===== src/rtl/hazard_unit.sv =====
// Hazard controller: M/W destination scoreboard, forwarding selects, stall/flush/freeze, memory-wait FSM.
// Latency: all controls combinational (0 cycles); scoreboard, FSM, counter and timeout update on clk.
// Backpressure: mem_req_m & !mem_ready_m freezes the whole pipeline; `HAZARD_FWD_EN selects forwarding vs full interlock.
module hazard_unit #(
    parameter int TIMEOUT_CYCLES = 255
) (
    input  logic       clk,
    input  logic       rst,
    input  logic [4:0] rs1_d,
    input  logic [4:0] rs2_d,
    input  logic [4:0] rs1_e,
    input  logic [4:0] rs2_e,
    input  logic [4:0] rd_e,
    input  logic       reg_write_e,
    input  logic       result_src_e,
    input  logic       pc_src_e,
    input  logic       mem_req_m,
    input  logic       mem_ready_m,
    output logic       stall_f,
    output logic       stall_d,
    output logic       flush_d,
    output logic       flush_e,
    output logic       freeze,
    output logic [1:0] forward_a_e,
    output logic [1:0] forward_b_e,
    output logic       mem_timeout,
    output logic       wait_state
);
    localparam int CW = (TIMEOUT_CYCLES > 0) ? $clog2(TIMEOUT_CYCLES + 1) : 1;
    localparam logic [CW-1:0] CNT_MAX = CW'(TIMEOUT_CYCLES);

    typedef enum logic {
        ST_RUN  = 1'b0,
        ST_WAIT = 1'b1
    } state_t;

    state_t        r_state;
    state_t        w_state_nxt;
    logic [4:0]    r_rd_m;
    logic [4:0]    r_rd_w;
    logic          r_rw_m;
    logic          r_rw_w;
    logic [CW-1:0] r_cnt;
    logic [CW-1:0] w_cnt_inc;
    logic          r_timeout;
    logic          w_mem_wait;
    logic          w_hazard;

    assign w_mem_wait = mem_req_m & ~mem_ready_m;

`ifdef HAZARD_FWD_EN
    function automatic logic [1:0] fwd_sel(input logic [4:0] rs,
                                           input logic [4:0] rd_m, input logic rw_m,
                                           input logic [4:0] rd_w, input logic rw_w);
        logic [1:0] sel;
        sel = 2'b00;
        if (rw_m && (rd_m != 5'd0) && (rd_m == rs))
            sel = 2'b10;
        else if (rw_w && (rd_w != 5'd0) && (rd_w == rs))
            sel = 2'b01;
        return sel;
    endfunction

    assign w_hazard = result_src_e & reg_write_e & (rd_e != 5'd0)
                    & ((rd_e == rs1_d) | (rd_e == rs2_d));
    assign forward_a_e = rst ? 2'b00 : fwd_sel(rs1_e, r_rd_m, r_rw_m, r_rd_w, r_rw_w);
    assign forward_b_e = rst ? 2'b00 : fwd_sel(rs2_e, r_rd_m, r_rw_m, r_rd_w, r_rw_w);
`else
    function automatic logic rd_hit(input logic [4:0] rd, input logic rw,
                                    input logic [4:0] rs1, input logic [4:0] rs2);
        return rw && (rd != 5'd0) && ((rd == rs1) || (rd == rs2));
    endfunction

    // Without forwarding, any in-flight writer of a D-stage source must drain through W.
    assign w_hazard = rd_hit(rd_e,   reg_write_e, rs1_d, rs2_d)
                    | rd_hit(r_rd_m, r_rw_m,      rs1_d, rs2_d)
                    | rd_hit(r_rd_w, r_rw_w,      rs1_d, rs2_d);
    assign forward_a_e = 2'b00;
    assign forward_b_e = 2'b00;

    logic w_unused;
    assign w_unused = ^{result_src_e, rs1_e, rs2_e};
`endif

    always_ff @(posedge clk) begin
        if (rst) begin
            r_rd_m <= 5'd0;
            r_rw_m <= 1'b0;
            r_rd_w <= 5'd0;
            r_rw_w <= 1'b0;
        end else if (!freeze) begin
            r_rd_m <= rd_e;
            r_rw_m <= reg_write_e;
            r_rd_w <= r_rd_m;
            r_rw_w <= r_rw_m;
        end
    end

    always_ff @(posedge clk) begin
        if (rst) r_state <= ST_RUN;
        else     r_state <= w_state_nxt;
    end

    always_comb begin
        w_state_nxt = r_state;
        case (r_state)
            ST_RUN:  if (w_mem_wait) w_state_nxt = ST_WAIT;
            ST_WAIT: if (mem_ready_m || !mem_req_m) w_state_nxt = ST_RUN;
            default: w_state_nxt = ST_RUN;
        endcase
    end

    always_comb begin
        stall_f    = 1'b0;
        stall_d    = 1'b0;
        flush_d    = 1'b0;
        flush_e    = 1'b0;
        freeze     = 1'b0;
        wait_state = (r_state == ST_WAIT);
        if (rst) begin
            flush_d = 1'b1;
            flush_e = 1'b1;
        end else if (w_mem_wait) begin
            freeze  = 1'b1;
            stall_f = 1'b1;
            stall_d = 1'b1;
        end else if (pc_src_e) begin
            flush_d = 1'b1;
            flush_e = 1'b1;
        end else if (w_hazard) begin
            stall_f = 1'b1;
            stall_d = 1'b1;
            flush_e = 1'b1;
        end
    end

    // Counter saturates so a stuck access keeps the timeout asserted without wrapping.
    assign w_cnt_inc = (r_cnt == CNT_MAX) ? r_cnt : r_cnt + CW'(1);

    always_ff @(posedge clk) begin
        if (rst) begin
            r_cnt     <= '0;
            r_timeout <= 1'b0;
        end else if (r_state == ST_RUN) begin
            r_cnt <= '0;
        end else begin
            r_cnt <= w_cnt_inc;
            if ((TIMEOUT_CYCLES != 0) && (w_cnt_inc == CNT_MAX))
                r_timeout <= 1'b1;
        end
    end

    assign mem_timeout = r_timeout;

endmodule


===== config.mk =====
export PLATFORM = sky130hd
export DESIGN_NAME = hazard_unit
export DESIGN_NICKNAME = d
export VERILOG_FILES = /design/src/rtl/hazard_unit.sv
export SDC_FILE = /design/constraint.sdc
export NUM_CORES = 1
export LEC_CHECK = 0
export CORE_MARGIN = 1.5
export CORE_UTILIZATION = 30
export DETAILED_ROUTE_END_ITERATION = 16
export GPL_ROUTABILITY_DRIVEN = 0
export GPL_TIMING_DRIVEN = 0
export PLACE_DENSITY = 0.6
export SETUP_SLACK_MARGIN = 0.05
export SLEW_MARGIN = 25
export SYNTH_ARGS = -nofsm -noshare
export SYNTH_HDL_FRONTEND = slang
export SYNTH_SLANG_ARGS = --single-unit

===== constraint.sdc =====
create_clock -name clk -period 4.7 [get_ports clk]
set_input_delay 1.175 -clock clk [delete_from_list [all_inputs] [get_ports clk]]
set_output_delay 1.175 -clock clk [all_outputs]
set_load 0.05 [all_outputs]

* Word-level counts from Yosys, hierarchy flattened
Cells that the tools add are included.
** Cells by class
- Add/sub/neg operators :: 1
- Multiply operators :: 0
- Divide/modulo/power cells :: 0
- Magnitude comparators :: 0
- Equal/unequal tests :: 8
- Shift-type cells :: 0
- Mux-type cells :: 15
- Bitwise operators :: 5
- Reduce and logical (&&, ||, !) cells :: 16
** Operators with widths (number)
- 5-bit equality test :: 6
- 8-bit equality test, second input constant :: 2
- 5-bit nonzero test :: 3
- 1-bit two-way mux :: 13
- 8-bit by 1-bit adder with 8-bit output, second input constant :: 1
- 8-bit two-way mux :: 1
- 1-bit logical AND :: 6
- 1-bit logical OR :: 4
- 1-bit inverter :: 2
- 1-bit bitwise OR :: 2
- 1-bit case mux with 2 select lines :: 1
- 2-bit AND reduction :: 1
- 2-bit OR reduction :: 1
- 1-bit AND :: 1
- 1-bit zero test :: 1
** Word-level totals
- Bits in registers :: 22
- Bits in latches :: 0
- Bits in writable memories :: 0
- ROM bits :: 0
- Output and inout bits :: 11
- Memories kept :: 0

* Depth between registers and ports, before layout
Gate-level depths: netlist of the first run.
- Depth in word-level cells :: 9
- Mapped depth :: 7

* Worst setup path after synthesis of the first run
Ideal clock, no wire load.
- Kind :: input to output
- Start point :: in mem_ready_m
- End point :: out stall_f
- Data arrival time :: 3.030 ns
- Required time :: 3.525 ns
- Slack :: 0.495 ns
- Stages :: 5
- Path through :: nand2b_1 > clkbuf_1 > a21o_1 > a21oi_1 > buf_4
** On the way
- Longest elaborated chain between the ends :: 4
** Ends and longest elaborated chain
- start: declaration :: RTL line 18 : input logic mem_ready_m,
- 1-bit inverter :: RTL line 49 : assign w_mem_wait = mem_req_m & ~mem_ready_m;
- 1-bit AND :: RTL line 49
- 1-bit two-way mux (2 in series)
- end: declaration :: RTL line 19 : output logic stall_f,
Every way passes these cells.

* Worst setup path in the final report of the first run
- Start point :: in rd_e[3]
- End point :: out flush_e
** On the way
- Longest elaborated chain between the ends :: 9
- Elaborated cells on any way between the ends :: 12
** Ends and longest elaborated chain
- start: declaration :: RTL line 13 : input logic [4:0] rd_e,
- 5-bit equality test / 5-bit nonzero test (equally long branches) :: RTL line 71 : return rw && (rd != 5'd0) && ((rd == rs1) || (rd == rs2));
- 1-bit logical OR / 1-bit logical AND (equally long branches) :: RTL line 71
- 1-bit logical AND (*) :: RTL line 71
- 1-bit bitwise OR (*) :: RTL line 76 : | rd_hit(r_rd_m, r_rw_m, rs1_d, rs2_d)
- 1-bit bitwise OR (*) :: RTL line 77 : | rd_hit(r_rd_w, r_rw_w, rs1_d, rs2_d);
- 1-bit two-way mux (*) :: RTL line 130 : end else if (w_hazard) begin
- 1-bit two-way mux (*) :: RTL line 127 : end else if (pc_src_e) begin
- 1-bit two-way mux (*) :: RTL line 123 : end else if (w_mem_wait) begin
- 1-bit two-way mux (*) :: RTL line 120 : if (rst) begin
- end: declaration :: RTL line 22 : output logic flush_e,
Every way passes the cells marked *; elsewhere a longest branch is shown, timed or not.

==> flow_metrics.env, run 1 <==
export IMPL_power_density_nw_per_um2=248
export IMPL_setup_viol=0
export IMPL_synth_top_area_cell="dfxtp_1"
export IMPL_slew_headroom_pct=66.4
export IMPL_hold_class="reg -> reg"
export IMPL_hold_slack_ns=0.459
export IMPL_diodes=0
export IMPL_critPathCaptureType="output port"
export IMPL_path_max_fanout=4
export IMPL_synth_cells=178
export IMPL_drt_iter0_drc=54
export IMPL_area_delta_synth_final_pct=28.0
export IMPL_r2r_cells=7
export IMPL_dr_pass1_iters=4
export IMPL_tightest_slew_ns=0.502
export IMPL_postCtsSetupBuffers=0
export IMPL_clk_pin_slew_ns=0.08
export IMPL_maxCapViolCount=0
export IMPL_cts_tree="yes"
export IMPL_use_met3_pct=1.30
export IMPL_grt_use_met2_pct=20.6
export IMPL_h_tree_depth=1
export IMPL_die_h_microns=70.5
export IMPL_yosysWarnings=0
export IMPL_finalCritPeriodShare_pct=97.7
export IMPL_netlist_area_sq_um=1370
export IMPL_clock_latency_ns=0.26
export IMPL_synth_common_cells="33 x nand2_1, 32 x xnor2_1, 22 x dfxtp_1"
export IMPL_grt_pass1_vias=1129
export IMPL_holdBufCountCts=0
export IMPL_synth_edff_count=0
export IMPL_rows=24
export IMPL_num_nets_final=245
export IMPL_cts_buffers=3
export IMPL_vias=1260
export IMPL_synth_most_common_cell="nand2_1"
export IMPL_drcViolationCount=0
export IMPL_clockRootBuffer="clkbuf_8"
export IMPL_cp_start_kind="input pin"
export IMPL_required_ns=3.52
export IMPL_clock_sinks=22
export IMPL_synth_distinct_cells=34
export IMPL_drv_slew=0
export IMPL_grt_max_degree=13
export IMPL_ir_drop_uv=150
export IMPL_rr_startpoint="r_cnt[0]$_SDFF_PP0_"
export IMPL_wl_per_cell_microns=12.4
export IMPL_power_total_mw=0.433
export IMPL_wirelength_microns=3250
export IMPL_hp_start="r_rw_w$_SDFFE_PP0N_"
export IMPL_p_leak_nw=0.597
export IMPL_holdPathEnd="r_rw_w$_SDFFE_PP0N_"
export IMPL_globalRouteOverflowTotal=0
export IMPL_cp_arrival_ns=3.41
export IMPL_gr_usage_met1_pct=19.2
export IMPL_synth_top_cell_area_share_pct=32.2
export IMPL_start_util_pct=31.2
export IMPL_synth_ff_type="dfxtp_1"
export IMPL_grt_pass1_wl_microns=5280
export IMPL_async_reset_ff_share_pct=0
export IMPL_portBuffers=26
export IMPL_grt_busiest_layer="met2"
export IMPL_reg2reg_slack_ns=2.82
export IMPL_finalClockSkew_ns=0.00242
export IMPL_core_sq_um=4380
export IMPL_fmax_mhz=218
export IMPL_hold_violations=0
export IMPL_grt_antenna_before_repair=0
export IMPL_layout_drive_gt1_share_pct=6.16
export IMPL_grt_usage_pct=13.1
export IMPL_antenna_left=0
export IMPL_vias_per_cell=4.79
export IMPL_seq_area_frac_synth_pct=32.2
export IMPL_rsz0062_at_grt="false"
export IMPL_syn_area_per_cell_sq_um=7.68
export IMPL_dp_hpwl_microns=2510
export IMPL_clockBufferDepth=2
export IMPL_die_x_microns=70.5
export IMPL_hold_depth=2
export IMPL_die_area_sq_um=4970
export IMPL_ioPinCount=43
export IMPL_status="complete, no violations"
export IMPL_r2r_end="mem_timeout$_SDFFE_PP0P_"
export IMPL_post_route_min_period_ns=4.59
export IMPL_yosys_register_bits=22
export IMPL_yosys_top_cells_area="dfxtp_1 32%, xnor2_1 20%, nand2_1 9.1%"
export IMPL_setup_worst_path_class="in -> out"
[worst max-delay path, cell delays in order]
cell	delay [ns]
clkdlybuf4s50_1	0.53
or4_1	0.58
o21a_1	0.18
a222oi_1	0.36
o21bai_1	0.14
dlygate4sd2_1	0.45
[layout make-up]
class	instances	area, sq um
Buffer	14	72.6
Clock buffer	4	55.1
Tap cell	52	65.1
Multi-Input combinational cell	142	855
Sequential cell	22	440
Fill cell	462	2630
Timing Repair Buffer	26	251
Inverter	3	11.3
[power by group]
part	total, mW	switching (mW)	internal (mW)	leakage (nW)
Combinational	0.0990	0.0516	0.0474	0.389
Clock	0.134	0.0591	0.0746	0.0288
Sequential	0.201	0.00844	0.192	0.180
Total	0.433	0.119	0.314	0.597
[per-stage QoR]
step	area [sq um]	cells	setup TNS, ns	setup WS (ns)	utilization (%)
after global routing	1750	263	0	0.0527	39.9
after global placement	1700	259	-0.763	-0.356	38.9
after floorplan	1380	181	0	0.495	-
final	1750	263	0	0.110	39.9
after detailed placement	1700	259	-0.709	-0.342	38.9
after CTS	1750	263	0	0.0596	40.0
[cells by family (layout without fill, tap and decap cells)]
logic type / count (synthesis) / count (layout) / share of synthesized area, %
and+or+nand+nor: 69 / 69 / 23.7
AOI/OAI and AO/OA: 35 / 35 / 15.6
xor gates and xnor gates: 32 / 32 / 20.5
DFF: 22 / 22 / 32.2
buffers and inverters: 17 / 47 / 6.13
adders and majority gates: 1 / 1 / 0.915
other: 1 / 4 / 0.274
muxes: 1 / 1 / 0.732
[per-layer routing]
layer	routed length, microns	up-vias	share of wire [%]
li1	-	671	-
met1	1620	565	50
met2	1500	22	46
met3	107	2	3.3
met4	21	0	0.65
met5	0	-	0
[what timing repair did]
item,4_1_cts,5_1_grt
pin swaps,0,0
hold endpoints to repair,0,0
gates resized for setup,4,2
setup endpoints to repair,3,1
[worst max-delay path by stage]
stage / from / to / slack, ns / cells after the start
finish: rd_e[3] / flush_e / 0.11 / 6
floorplan: mem_ready_m / stall_f / 0.50 / 5
detailed placement: rd_e[3] / stall_f / -0.34 / 7
global route: rd_e[3] / flush_e / 0.05 / 6
CTS: rd_e[3] / stall_d / 0.06 / 6
global placement: rd_e[3] / stall_f / -0.36 / 7
[state kept, by name (all words and copies together), names as in the netlist]
signal / count
mem_timeout: 1
r_cnt: 8
r_rd_m: 5
r_rd_w: 5
r_rw_m: 1
r_rw_w: 1
wait_state: 1
[cell usage in the layout (no fill, tap or decap), types with 2 or more instances in the layout]
cell,n
and3_1,2
a31oi_1,3
o22ai_1,4
clkdlybuf4s50_1,23
xnor2_1,32
a21oi_1,18
clkbuf_8,4
nand3_1,10
or4_1,3
and4_1,2
conb_1,4
nand2_1,33
nand2b_1,2
inv_1,3
o21a_1,3
nor2_1,10
dfxtp_1,22
buf_4,6
clkbuf_1,8
Power figures use the tool's default switching activity.
==> run 2, diff against run 1 <==
--- a/config.mk
+++ b/config.mk
@@ -5,13 +5,14 @@
 export SDC_FILE = /design/constraint.sdc
 export NUM_CORES = 1
 export LEC_CHECK = 0
+export CAP_MARGIN = 5
 export CORE_MARGIN = 1.5
 export CORE_UTILIZATION = 30
 export DETAILED_ROUTE_END_ITERATION = 16
 export GPL_ROUTABILITY_DRIVEN = 0
 export GPL_TIMING_DRIVEN = 0
-export PLACE_DENSITY = 0.6
-export SETUP_SLACK_MARGIN = 0.05
+export PLACE_DENSITY = 0.53
+export SETUP_SLACK_MARGIN = 0.5
 export SLEW_MARGIN = 25
 export SYNTH_ARGS = -nofsm -noshare
 export SYNTH_HDL_FRONTEND = slang
==> run 2 against run 1 <==
Compared with the run above: critical path depth increased by 2; combinational power fell by 2%; cell count is 0.38% higher; wire length shrank 0.95%; first-iteration DRC count is 43% lower; cell area about the same; critical path type unchanged.
==> flow_metrics.env, run 2 (synthesis gave the netlist of run 1 again) <==
export IMPL_post_route_min_period_ns=4.19
export IMPL_drv_slew=0
export IMPL_n_fill_cell=479
export IMPL_dp_hpwl_microns=2480
export IMPL_crit_buf_inv=4
export IMPL_wirelength_microns=3220
export IMPL_antenna_left=0
export IMPL_final_cells=264
export IMPL_num_nets_final=246
export IMPL_hold_violations=0
export IMPL_ioPinCount=43
export IMPL_critPathCaptureType="output port"
export IMPL_max_stage_delay_ns=0.54
export IMPL_clockRootBuffer="clkbuf_8"
export IMPL_finalCritPeriodShare_pct=89.0
export IMPL_rows=24
export IMPL_largest_registers="r_cnt: 8 flops, r_rd_m: 5 flops, r_rd_w: 5 flops"
export IMPL_drcViolationCount=0
export IMPL_clk_pin_slew_ns=0.08
export IMPL_die_x_microns=70.5
export IMPL_dr_pass1_iters=4
export IMPL_dp_cells=259
export IMPL_finalClockSkew_ns=0.00241
export IMPL_required_ns=3.52
export IMPL_grt_antenna_before_repair=0
export IMPL_crit_path_frequent_cell="buf_4"
export IMPL_setup_ws_ns=0.515
export IMPL_vias=1265
export IMPL_path_max_fanout=4
export IMPL_critical_path_top_delay_family="buffers and inverters"
export IMPL_setup_worst_path_class="in -> out"
export IMPL_cts_tree="yes"
export IMPL_hold_class="reg -> reg"
export IMPL_drt_iter0_drc=31
export IMPL_place_area_sq_um=1710
export IMPL_largest_reg_flops=8
export IMPL_die_h_microns=70.5
export IMPL_cp_arrival_ns=3.01
export IMPL_globalRouteOverflowTotal=0
export IMPL_clockBufferDepth=2
export IMPL_portBuffers=26
export IMPL_grt_pass1_vias=1185
export IMPL_p_leak_nw=0.607
export IMPL_status="complete, no violations"
export IMPL_finalInstanceArea_sq_um=1750
export IMPL_post_place_ws_ns=-0.353
export IMPL_power_density_nw_per_um2=248
export IMPL_top_register="r_cnt"
export IMPL_diodes=0
export IMPL_die_area_sq_um=4970
export IMPL_seq_area_sq_um=440
export IMPL_setup_viol=0
export IMPL_grt_usage_pct=13.3
export IMPL_layout_drive_gt1_share_pct=7.55
export IMPL_start_util_pct=31.2
export IMPL_crit_slowest_cell="or4_1"
export IMPL_cts_buffers=3
export IMPL_maxCapViolCount=0
export IMPL_core_sq_um=4380
export IMPL_crit_chain="dlygate4sd2_1 > or4_1 > o21a_1 > a222oi_1 > buf_4 > a21oi_2 > buf_4 > buf_2"
export IMPL_grt_max_degree=13
export IMPL_grt_pass1_wl_microns=5290
export IMPL_power_total_mw=0.434
export IMPL_vias_per_cell=4.79
export IMPL_holdBufCountCts=0
export IMPL_clock_sinks=22
export IMPL_ir_drop_uv=101
export IMPL_rsz0062_at_grt="true"
export IMPL_wl_per_cell_microns=12.2
export IMPL_final_cell_mix="33 x nand2_1, 32 x xnor2_1, 22 x dfxtp_1"
export IMPL_cp_start_kind="input pin"
export IMPL_final_common_cell="nand2_1"
export IMPL_area_delta_synth_final_pct=27.9
export IMPL_h_tree_depth=1
export IMPL_multi_input_area_sq_um=858
export IMPL_clock_latency_ns=0.26
export IMPL_fmax_mhz=239
[run 2: cell types whose count changed in the layout (fill, tap and decap cells not counted)]
cell | previous run | this run
a21oi_2 | 0 | 1
clkdlybuf4s50_1 | 23 | 18
buf_2 | 1 | 4
a21oi_1 | 18 | 17
dlygate4sd2_1 | 1 | 5
clkbuf_2 | 1 | 0
[run 2: final cells by class]
cell class                      count  share of cell area (%)
Multi-Input combinational cell    142                    49.1
Sequential cell                    22                    25.2
Timing Repair Buffer               27                    14.1
Buffer                             14                    4.15
Tap cell                           52                    3.72
Clock buffer                        4                    3.15
Inverter                            3                   0.644
[run 2: stage by stage]
step	hold slack (ns)	util, %	setup TNS [ns]
final	0.456	39.9	0
after global routing	0.482	39.9	0
after CTS	0.459	40.0	0
after detailed placement	0.447	39.0	-0.800
after global placement	0.449	39.0	-0.812
after floorplan	0.432	-	0
[run 2: report_power, final]
| group | total, mW | internal, mW | leakage (nW) | switching (mW) |
|---|---|---|---|---|
| Sequential | 0.201 | 0.192 | 0.180 | 0.00859 |
| Combinational | 0.0970 | 0.0460 | 0.398 | 0.0510 |
| Clock | 0.136 | 0.0747 | 0.0288 | 0.0614 |
| Total | 0.434 | 0.313 | 0.607 | 0.121 |
[run 2: timing repair]
item,CTS,global route
resized for setup,18,2
setup endpoints to repair,4,2
pin swaps,1,0
buffers inserted,1,0
[run 2: routing by layer]
metal  vias up  global-route usage [%]  routed length (microns)
met4         0                    5.77                       58
met5         -                       0                        0
li1        668                       -                        -
met2        32                    21.9                     1510
met1       560                    17.2                     1490
met3         5                    2.02                      161
[run 2: worst register-to-register path, cell delays in order, from the launching register on]
cell	delay [ns]
dfxtp_1	0.43
ha_1	0.22
and2_1	0.13
clkbuf_1	0.27
nand3_1	0.24
nor2_1	0.15
a31oi_1	0.05
o32ai_1	0.25
[run 2: final timing paths]
path	from	end	slack [ns]	cells past startpoint
worst max register to register	r_cnt[0]$_SDFF_PP0_	mem_timeout$_SDFFE_PP0P_	2.87	7
worst min register to register	mem_timeout$_SDFFE_PP0P_	mem_timeout$_SDFFE_PP0P_	0.46	2
worst max-delay path	rd_e[3]	stall_f	0.51	8
worst min-delay path	mem_timeout$_SDFFE_PP0P_	mem_timeout$_SDFFE_PP0P_	0.46	2
